## src/rtl/fifo_burst_reader_if.sv

```systemverilog
// fifo_burst_reader_if: control, FIFO read port and output stream of the burst reader
interface fifo_burst_reader_if #(
  parameter int WIDTH = 8,
  parameter int LEN_W = 5
);
  logic             start;
  logic [LEN_W-1:0] burst_len;
  logic             busy;
  logic             done;
  logic             fifo_rd_en;
  logic [WIDTH-1:0] fifo_data;
  logic             fifo_empty;
  logic [WIDTH-1:0] m_data;
  logic             m_valid;
  logic             m_ready;
  logic             m_last;
  modport master (
    input  start, burst_len, fifo_data, fifo_empty, m_ready,
    output busy, done, fifo_rd_en, m_data, m_valid, m_last
  );
  modport slave (
    output start, burst_len, fifo_data, fifo_empty, m_ready,
    input  busy, done, fifo_rd_en, m_data, m_valid, m_last
  );
endinterface

```

## src/rtl/fifo_burst_reader.sv

```systemverilog
// fifo_burst_reader: pops a burst of words from a registered-output FIFO onto a valid/ready stream
module fifo_burst_reader #(
  parameter int WIDTH = 8,
  parameter int LEN_W = 5
) (
  input logic                clk,
  input logic                rst_n,
  fifo_burst_reader_if.master bus
);
  typedef enum logic [1:0] {IDLE, RUN, DRAIN} state_t;
  state_t           state_q, state_d;
  logic [LEN_W-1:0] req_left_q, req_left_d;
  logic [LEN_W-1:0] out_left_q, out_left_d;
  logic [WIDTH-1:0] buf_q [2];
  logic [WIDTH-1:0] buf_d [2];
  logic [1:0]       buf_cnt_q, buf_cnt_d;
  logic             inflight_q;
  logic             done_q, done_d;
  logic             m_valid, pop, rd_en;
  logic [2:0]       credit;
  // A read is allowed only if the word it returns is guaranteed a buffer slot
  assign m_valid = buf_cnt_q != 2'd0;
  assign pop     = m_valid & bus.m_ready;
  assign credit  = {1'b0, buf_cnt_q} + {2'b0, inflight_q} - {2'b0, pop};
  assign rd_en   = (state_q == RUN) & !bus.fifo_empty & (req_left_q != '0) & (credit < 3'd2);
  assign bus.fifo_rd_en = rd_en;
  assign bus.busy       = state_q != IDLE;
  assign bus.done       = done_q;
  assign bus.m_valid    = m_valid;
  assign bus.m_data     = m_valid ? buf_q[0] : '0;
  assign bus.m_last     = m_valid & (out_left_q == LEN_W'(1));
  // Burst control: latch length, count issued reads, finish on the final handshake
  always_comb begin
    state_d    = state_q;
    req_left_d = req_left_q;
    out_left_d = pop ? out_left_q - 1'b1 : out_left_q;
    done_d     = 1'b0;
    case (state_q)
      IDLE: if (bus.start) begin
        req_left_d = bus.burst_len;
        out_left_d = bus.burst_len;
        state_d    = (bus.burst_len == '0) ? IDLE : RUN;
        done_d     = bus.burst_len == '0;
      end
      RUN: if (rd_en) begin
        req_left_d = req_left_q - 1'b1;
        state_d    = (req_left_q == LEN_W'(1)) ? DRAIN : RUN;
      end
      DRAIN: if (pop && out_left_q == LEN_W'(1)) begin
        state_d = IDLE;
        done_d  = 1'b1;
      end
      default: state_d = IDLE;
    endcase
  end
  // Two-entry buffer: head shifts out on pop, returning FIFO word lands at the new tail
  always_comb begin
    buf_d     = buf_q;
    buf_cnt_d = buf_cnt_q;
    if (pop) begin
      buf_d[0]  = buf_q[1];
      buf_cnt_d = buf_cnt_q - 1'b1;
    end
    if (inflight_q) begin
      buf_d[buf_cnt_d[0]] = bus.fifo_data;
      buf_cnt_d           = buf_cnt_d + 1'b1;
    end
  end
  // State registers; reset abandons any burst and drops the word in flight
  always_ff @(posedge clk or negedge rst_n) begin
    if (!rst_n) begin
      state_q    <= IDLE;
      req_left_q <= '0;
      out_left_q <= '0;
      buf_q[0]   <= '0;
      buf_q[1]   <= '0;
      buf_cnt_q  <= 2'd0;
      inflight_q <= 1'b0;
      done_q     <= 1'b0;
    end else begin
      state_q    <= state_d;
      req_left_q <= req_left_d;
      out_left_q <= out_left_d;
      buf_q      <= buf_d;
      buf_cnt_q  <= buf_cnt_d;
      inflight_q <= rd_en;
      done_q     <= done_d;
    end
  end
endmodule

```

## src/flat_wrapper.sv

```systemverilog
// flat-port wrapper written by rule: the top's interface ports become plain ports
module fifo_burst_reader_flat 
#(
  parameter int WIDTH = 8,
  parameter int LEN_W = 5
)
  (clk, rst_n, bus_start, bus_burst_len, bus_fifo_data, bus_fifo_empty, bus_m_ready, bus_busy, bus_done, bus_fifo_rd_en, bus_m_data, bus_m_valid, bus_m_last);
  fifo_burst_reader_if #(.WIDTH(WIDTH), .LEN_W(LEN_W)) bus_i ();
  input logic clk;
  input logic rst_n;
  input wire logic [$bits(bus_i.start)-1:0] bus_start;
  input wire logic [$bits(bus_i.burst_len)-1:0] bus_burst_len;
  input wire logic [$bits(bus_i.fifo_data)-1:0] bus_fifo_data;
  input wire logic [$bits(bus_i.fifo_empty)-1:0] bus_fifo_empty;
  input wire logic [$bits(bus_i.m_ready)-1:0] bus_m_ready;
  output wire logic [$bits(bus_i.busy)-1:0] bus_busy;
  output wire logic [$bits(bus_i.done)-1:0] bus_done;
  output wire logic [$bits(bus_i.fifo_rd_en)-1:0] bus_fifo_rd_en;
  output wire logic [$bits(bus_i.m_data)-1:0] bus_m_data;
  output wire logic [$bits(bus_i.m_valid)-1:0] bus_m_valid;
  output wire logic [$bits(bus_i.m_last)-1:0] bus_m_last;
  assign bus_i.start = bus_start;
  assign bus_i.burst_len = bus_burst_len;
  assign bus_i.fifo_data = bus_fifo_data;
  assign bus_i.fifo_empty = bus_fifo_empty;
  assign bus_i.m_ready = bus_m_ready;
  assign bus_busy = bus_i.busy;
  assign bus_done = bus_i.done;
  assign bus_fifo_rd_en = bus_i.fifo_rd_en;
  assign bus_m_data = bus_i.m_data;
  assign bus_m_valid = bus_i.m_valid;
  assign bus_m_last = bus_i.m_last;
  fifo_burst_reader #(.WIDTH(WIDTH), .LEN_W(LEN_W)) u_core (.clk(clk), .rst_n(rst_n), .bus(bus_i));
endmodule
```

## config.mk

```make
export PLATFORM = sky130hd
export DESIGN_NAME = fifo_burst_reader_flat
export DESIGN_NICKNAME = d
export VERILOG_FILES = /design/src/rtl/fifo_burst_reader_if.sv /design/src/rtl/fifo_burst_reader.sv /design/src/flat_wrapper.sv
export SDC_FILE = /design/constraint.sdc
export NUM_CORES = 1
export LEC_CHECK = 0
export CAP_MARGIN = 20
export CORE_ASPECT_RATIO = 0.75
export CORE_MARGIN = 5
export CORE_UTILIZATION = 55
export CTS_BUF_LIST = sky130_fd_sc_hd__clkbuf_8
export CTS_CLUSTER_SIZE = 10
export DETAILED_ROUTE_END_ITERATION = 10
export GPL_ROUTABILITY_DRIVEN = 0
export PLACE_DENSITY = 0.82
export SYNTH_ARGS = -nofsm -noshare
export SYNTH_HDL_FRONTEND = slang
export SYNTH_SLANG_ARGS = --single-unit
export TNS_END_PERCENT = 5
```

## constraint.sdc

```tcl
create_clock -name clk -period 5 [get_ports clk]
set_input_delay 1.25 -clock clk [delete_from_list [all_inputs] [get_ports clk]]
set_output_delay 1.25 -clock clk [all_outputs]
set_load 0.1 [all_outputs]
```

==> results, run 1 <==
- The largest net degree at the start of global routing is 33.
- The largest driver fanout on the critical path is 4.
- The sink count of the clock tree is 32.
- In this run switching power makes up roughly half of total power.
- Counting instances, the worst hold path has a depth of 1.
- The type of origin of the critical path is an input pin.
- Setup violations remaining at the end of the flow were counted as 0.
- The number of hold buffers added after CTS was 0.
- IR analysis of the VDD net gives a maximum drop of ~0.00037 V.
- In the layout the commonest cells are sky130_fd_sc_hd__dfrtp_1, sky130_fd_sc_hd__clkdlybuf4s50_1, sky130_fd_sc_hd__o21ai_0.
- The worst reg-to-reg path cell count is 11.
- Summing every instance area after synthesis gives 0.00189 mm2.
- Synthesis instantiated 37 different standard cells from the library.
- The synthesized flop and latch total is 32.
- Cells fill 70.7% of the core in the end.
- The number of cells upsized or downsized after cts is 0.
- The number of nets in the layout is 249.
- The hold violation total from the final report is 0.
- The highest achievable clock rate is around 200 MHz.
- For this run, the number of Yosys warnings is 0.
- The CTS tree is built.
- The number of global-route vias before repair is about 1600.
- In this run the critical register-to-register path is captured at u_core.req_left_q[4].
- The number of buffers on the longest clock path is 2.
- The cell type with the largest total area after synthesis is sky130_fd_sc_hd__dfrtp_1.
- The worst path meets setup with about 0.14 ns of slack.
- The path class of the tightest hold or removal check is reg -> reg.
- Power spread over the standard cell area amounts to around 750 mW/mm2.
- The accumulated negative setup slack is 0 ns.
- For the worst setup path, the data arrival time is roughly 3.6 ns.
- When the netlist entered floorplanning its net count stood at 218.
- From left edge to right edge, the die measures around 78 um.
- The initial antenna violation count is 0.
- After the first detailed-routing iteration, the DRC count stood at roughly 170.
- In this run the cell area measured after placement is approximately 0.0022 mm2.
- The starting density of the core is 57.4%.
- The number of antenna diodes in the final layout is 0.
- The area of the die is 0.00471 mm2.
- The tool flagged a number of max-cap violations equal to 0.
- The detail route stage leaves a number of antenna-violating nets equal to 0.
- The floorplan step set the die height to ~61 um.
- The routed wire length per instance is around 17 um.
- The CTS buffer count is 5.
- The final non-filler cell area is 0.00233 mm2.
- The floorplan step defined a core boundary enclosing around 0.0033 mm2.
- The setup path with the least slack is of type in -> out.
- In this run the power spent charging and discharging nets is between 0.8 and 0.9 mW.
- The first global-routing pass estimated slightly above 7000 um of wire.
- The aggregate global routing overflow is 0.
- The count of mapped cells out of synthesis is about 190.
- The leakage power summed over all cells is between 0.9 and 1 nW.
- The worst-skew pair later-pin latency is about 0.29 ns.
- Sorting the synthesized cells by area gives the leading types as sky130_fd_sc_hd__dfrtp_1, sky130_fd_sc_hd__mux2_2, sky130_fd_sc_hd__ha_1.
- The internal portion of the total power is 0.857 mW.
- At the pin with the least slew margin, the transition time is just under 1 ns.
- The number of iterations in the first detailed-routing pass is 5.
- The worst slew margin relative to its limit is roughly a third.
- After synthesis, the largest area contributor takes up roughly 42% of total cell area.
- The post-synthesis sequential area ratio is a little over two fifths.
- The proportion of layout cells with a drive suffix above 1 is roughly 12%.
- The share of the clock period used by the worst path is 97.1%.
- The initialized floorplan defines 18 standard-cell rows.
- On the final layout, the worst clock skew is 0.00319 ns.
- The clock root buffer is sky130_fd_sc_hd__clkbuf_8.
- In this run the tool buffered the top-level ports with 30 buffer cells.
- The detailed placer's ending HPWL is approximately 3300 um.
- The global-route usage over all layers is about a fifth.
- Setup repair after global routing left no endpoint under its margin.
- Combinational cells account for roughly 60% of the total power.
- The area added between synthesis and finish is 23.3%.
- The kind of end point of the critical path is a primary output.
- The routed wire length is 4450 um.
- The post-CTS clock slew at the launch and capture registers of the worst setup and hold paths is 0.06 ns.
- After detailed routing, the number of vias per cell comes to between 5 and 6.
- The commonest non-fill, non-tap cell in the layout is sky130_fd_sc_hd__dfrtp_1.
- For flop-to-flop paths, the worst setup slack is about 1.9 ns.
- OpenSTA, run right after detailed placement, puts the worst setup slack at 0.171 ns.
- The worst path needs 4.86 ns of the cycle, external delays included.
- Per report_power, the clock group accounts for 11.5% of the total.
- The final count of pins violating max slew is 0.
- The post-CTS setup buffer count is 0.
- For this design the top-level I/O count stands at 31.
- The power share of the sequential group is between 20% and 30%.
- The routed layout has roughly 1500 vias.
- The startpoint of the worst register-to-register path is u_core.buf_cnt_q[0].
- The run finished with clean final reports.
- The number of levels in the clock H-tree is 2.
- Dividing the synthesized area by the synthesized cell count gives slightly below 10 um2.
- Data on the critical path is required at its endpoint by around 3.8 ns.
- After detailed routing, the number of remaining DRC violations is 0.
-- final cells by class --
cell class / count / area [um2]
Sequential cell: 32 / 801
Clock buffer: 6 / 82.6
Clock inverter: 2 / 7.51
Timing Repair Buffer: 35 / 345
Tap cell: 40 / 50.0
Multi-Input combinational cell: 140 / 1010
Fill cell: 248 / 962
Inverter: 9 / 33.8
-- Yosys cell counts --
cell,instances
sky130_fd_sc_hd__clkbuf_1,3
sky130_fd_sc_hd__nor2b_1,12
sky130_fd_sc_hd__xor2_1,4
sky130_fd_sc_hd__nand3_1,2
sky130_fd_sc_hd__nor3_1,4
sky130_fd_sc_hd__o211ai_1,6
sky130_fd_sc_hd__o22ai_1,1
sky130_fd_sc_hd__dfrtp_1,32
sky130_fd_sc_hd__or4b_1,1
sky130_fd_sc_hd__or2_2,1
sky130_fd_sc_hd__ha_1,7
sky130_fd_sc_hd__o221a_2,1
sky130_fd_sc_hd__mux2_2,9
sky130_fd_sc_hd__fa_1,1
sky130_fd_sc_hd__a2bb2oi_1,1
sky130_fd_sc_hd__and3_1,2
sky130_fd_sc_hd__or4_1,1
sky130_fd_sc_hd__nor4b_2,1
sky130_fd_sc_hd__nand2b_1,9
sky130_fd_sc_hd__xnor2_1,5
sky130_fd_sc_hd__o32ai_4,1
sky130_fd_sc_hd__nor4_1,2
sky130_fd_sc_hd__a21boi_0,1
sky130_fd_sc_hd__mux2i_1,6
sky130_fd_sc_hd__buf_6,1
sky130_fd_sc_hd__nor4bb_1,1
sky130_fd_sc_hd__inv_1,9
sky130_fd_sc_hd__nand2_1,11
sky130_fd_sc_hd__nor3b_1,1
sky130_fd_sc_hd__a211oi_1,1
sky130_fd_sc_hd__or3_1,2
sky130_fd_sc_hd__o21ai_0,17
sky130_fd_sc_hd__a21oi_1,13
sky130_fd_sc_hd__nor2_1,14
sky130_fd_sc_hd__buf_2,7
sky130_fd_sc_hd__nand4_1,1
sky130_fd_sc_hd__nand4bb_4,1
-- worst max path at each step --
stage,from,to,slack (ns)
floorplan,bus_m_ready,bus_fifo_rd_en,0.001
CTS,bus_m_ready,bus_fifo_rd_en,0.18
global route,bus_m_ready,bus_fifo_rd_en,0.03
detailed placement,bus_m_ready,bus_fifo_rd_en,0.17
global placement,bus_m_ready,bus_fifo_rd_en,0.28
finish,bus_m_ready,bus_fifo_rd_en,0.14
-- metal layers --
| metal | part of all wire [%] | wire length, um | GRT usage (%) |
|---|---|---|---|
| met1 | 46 | 2040 | 26.3 |
| met2 | 47 | 2090 | 32.6 |
| met3 | 5.6 | 251 | 4.30 |
| met4 | 1.7 | 75 | 9.07 |
| met5 | 0 | 0 | 0 |
-- stage by stage --
| step | hold WS, ns | power, mW | std cells |
|---|---|---|---|
| finish | 0.501 | 1.73 | 264 |
| global route | 0.528 | 1.84 | 264 |
| CTS | 0.501 | 1.73 | 263 |
| detailed placement | 0.487 | 1.52 | 255 |
| global placement | 0.480 | 1.47 | 255 |
| floorplan | 0.472 | 1.28 | 192 |
-- worst max-delay path, stage by stage --
cell and delay [ns]:
sky130_fd_sc_hd__clkdlybuf4s50_1 0.48, sky130_fd_sc_hd__nor2b_1 0.21, sky130_fd_sc_hd__xnor2_1 0.15, sky130_fd_sc_hd__ha_1 0.19, sky130_fd_sc_hd__inv_1 0.05, sky130_fd_sc_hd__fa_1 0.55, sky130_fd_sc_hd__nand4bb_4 0.17, sky130_fd_sc_hd__nor3_4 0.33
sky130_fd_sc_hd__buf_12 0.22
-- logic make-up after synthesis --
logic type,share of synthesized area [%]
AO/OA/AOI/OAI,14.0
XOR/XNOR,4.18
adder cells (fa/ha/maj),5.70
buffers and inverters,4.84
flip-flops,42.4
multiplexers,8.55
AND/OR/NAND/NOR,20.3
-- power by group through the flow --
stage | logic [mW] | clock network (mW) | registers, mW
detailed placement | 1.05 | 0 | 0.478
global placement | 1.00 | 0 | 0.466
floorplan | 0.832 | 0 | 0.446
CTS | 1.05 | 0.203 | 0.475
global route | 1.13 | 0.217 | 0.492
finish | 1.05 | 0.200 | 0.480
No activity file was read; power rests on OpenSTA's default activity.
==> inputs of run 2 (changes only) <==
- SLEW_MARGIN: default -> 5
- clock period: 5 -> 5.46 ns (I/O delays scaled with it)
==> run 2 against run 1 <==
Compared with the run above:
- clock skew up 0.0020 ns
- non-clock buffer count unchanged
- core utilization up 0.53 points
==> results, run 2 (synthesized netlist as in run 1, its figures left out) <==
- The count of non-filler cells in the finished layout is roughly 260.
- The global routing met3 resource utilization is under 10%.
- The final-report setup violation count is 0.
- Once layout is complete, the utilization of the core stands at a little under three quarters.
- The number of cells on the worst hold path is 1.
- Counting along the longest clock path gives a buffer depth of 2.
- The startpoint identified for the worst register-to-register timing path is u_core.buf_cnt_q[1].
- The final count of pins violating max slew is 0.
- The accumulated negative setup slack is 0 ns.
- Along the worst path, the maximum fanout reaches 4.
- The run finished with clean final reports.
- The initial antenna violation count is 0.
- For the pin with the worst max-slew slack, the measured transition is around 0.98 ns.
- After filler insertion, the fill cell instance count of the layout stands at 256.
- Global routing used 19.8% of the available tracks.
- The clock root buffer is sky130_fd_sc_hd__clkbuf_8.
- The routed layout has roughly 1500 vias.
- In the layout the commonest cells are sky130_fd_sc_hd__dfrtp_1, sky130_fd_sc_hd__clkdlybuf4s50_1, sky130_fd_sc_hd__o21ai_0.
- The number of top-level pins is 31.
- The library cell contributing the largest single delay on the critical path is sky130_fd_sc_hd__fa_1.
- For this run, the top clock speed supported by timing is roughly 200 MHz.
- The routed wire length per instance is around 16 um.
- The number of gates resized after CTS was 0.
- The post-detailed-route via-to-cell ratio is between 5 and 6.
- Post-CTS timing repair inserted 0 buffers for setup.
- The worst-case clock skew is 0.00517 ns.
- The clock drives 32 sinks.
- Data on the critical path is required at its endpoint by 4.09 ns.
- Once the floorplan was initialized, standard cells occupied 57.4% of the core.
- The setup path with the least slack is of type in -> out.
- Dividing total power by cell area gives a power density of approximately 690 mW/mm2.
- The analysis attributes to cell leakage a power of a little under 1 nW.
- The clock reaches the later pin of the worst-skew pair after 0.29 ns.
- The residual DRC count is 0.
- The hold violation total from the final report was 0.
- The count of antenna-violating nets left after detailed routing is 0.
- The first routing iteration left ~180 violations.
- Detailed placement ended at an HPWL of between 3000 and 4000 um.
- The launch point of the critical path is bus_m_ready.
- The area added between synthesis and finish is 24.2%.
- The busiest layer in global routing is met2.
- The met1 capacity usage during global routing is between 20% and 30%.
- In the finished design, the share of the clock period the worst path needs comes to between 90% and 100%.
- The delay of the slowest cell on the worst path is between 0.5 and 0.6 ns.
- 0 antenna diodes ended up in the layout.
- The number of global-route vias before repair is between 1500 and 2000.
- The sequential cells in the finished layout cover a total of 801 um2.
- Data arrives at the worst endpoint at between 3 and 4 ns.
- The worst-case IR drop observed on VDD is ~0.00047 V.
- The signal on the critical path passes through clkdlybuf4s50_1 -> nor2b_1 -> xnor2_1 -> ha_1 -> inv_1 -> fa_1 -> nand4bb_4 -> nor3_4 -> buf_12.
- The worst setup margin is ~0.4 ns.
- The number of levels in the clock H-tree is 2.
- The routed wire length is about 4300 um.
- The row count is 18.
- The final critical path time including I/O delays and setup is between 5 and 6 ns.
- The worst min-delay path category is reg -> reg.
- Entering global routing, the biggest net connects 33 pins.
- The worst pin sits at a relative slew slack of roughly a third.
- The worst setup timing slack at the placement stage is slightly above 0.4 ns.
- The number of hold-repair buffers added at the cts stage is 0.
- The number of nets in the layout is approximately 250.
- The number of placed instances, taps included, is roughly 260.
- During placement, the flow inserted port buffers numbering 30.
- The library cell used most frequently in the layout, excluding fill and tap cells, is sky130_fd_sc_hd__dfrtp_1.
- The worst reg-to-reg path cell count is 11.
- The finished cells cover roughly 0.0023 mm2.
- The met2 usage is between 30 and 40%.
- The proportion of layout cells with a drive suffix above 1 is between 10% and 20%.
- The width of the chip is between 70 and 80 um.
- The multi-input combinational cell area is roughly 0.0010 mm2.
- TritonCTS built the clock tree.
- The type of origin of the critical path is an input pin.
- The aggregate global routing overflow is 0.
- The global-route wire length before repair is 7220 um.
- The number of iterations in the first detailed-routing pass is 4.
- The CTS buffer count is 5.
- The overall die height is between 60 and 70 um.
- Setup repair after global routing left no endpoint under its margin.
- The worst setup path is captured at a primary output.
- The floorplan core area is 0.00329 mm2.
- The post-CTS clock slew at the launch and capture registers of the worst setup and hold paths is around 0.07 ns.
- The placed instances occupy a cell area of between 0.002 and 0.0025 mm2.
- The max capacitance violation total is 0.
- The floorplan step defined a die boundary enclosing between 0.004 and 0.005 mm2.
## run 2: cell types whose count changed in the layout (fill, tap and decap cells not counted), sizes merged
cell / delta
inv: -1
clkinv: +1
buf: -1
bufinv: +1
## run 2: final timing paths
kind	to	slack, ns
max	bus_fifo_rd_en	0.41
min	flop	0.50
max reg2reg	u_core.req_left_q[4]	2.37
min reg2reg	flop	0.50
max in group asynchronous	u_core.out_left_q[2]	3.68
min in group asynchronous	u_core.buf_q[13]	1.49
## run 2: metal layers
metal,vias up,share of wire (%)
met5,-,0
met4,0,1.2
met3,9,6.3
met2,49,46
met1,722,47
li1,724,-
## run 2: power breakdown
part	switching [mW]	leakage (nW)	internal, mW
Combinational	0.622	0.529	0.339
Clock	0.0905	0.0593	0.133
Sequential	0.0905	0.390	0.346
Total	0.803	0.978	0.819
## run 2: worst max-delay path: cells and delay by family
| kind | cells | cell delay [ns] |
|---|---|---|
| buffers and inverters | 3 | 0.75 |
| adders and majority gates | 2 | 0.73 |
| and+or+nand+nor | 3 | 0.69 |
| xor gates and xnor gates | 1 | 0.14 |
## run 2: stage by stage
step | hold WS [ns] | power (mW)
4_1_cts | 0.501 | 1.62
3_5_place_dp | 0.486 | 1.39
3_3_place_gp | 0.480 | 1.35
2_1_floorplan | 0.472 | 1.17
5_1_grt | 0.510 | 1.71
6_report | 0.497 | 1.62
## run 2: area by class of cell
cell class	instances	share of cell area [%]
multi-input combinational	140	42.9
sequential	32	34.2
timing repair buffer	35	14.7
clock buffer	5	2.94
tap	40	2.14
clock inverter	3	1.66
inverter	9	1.44
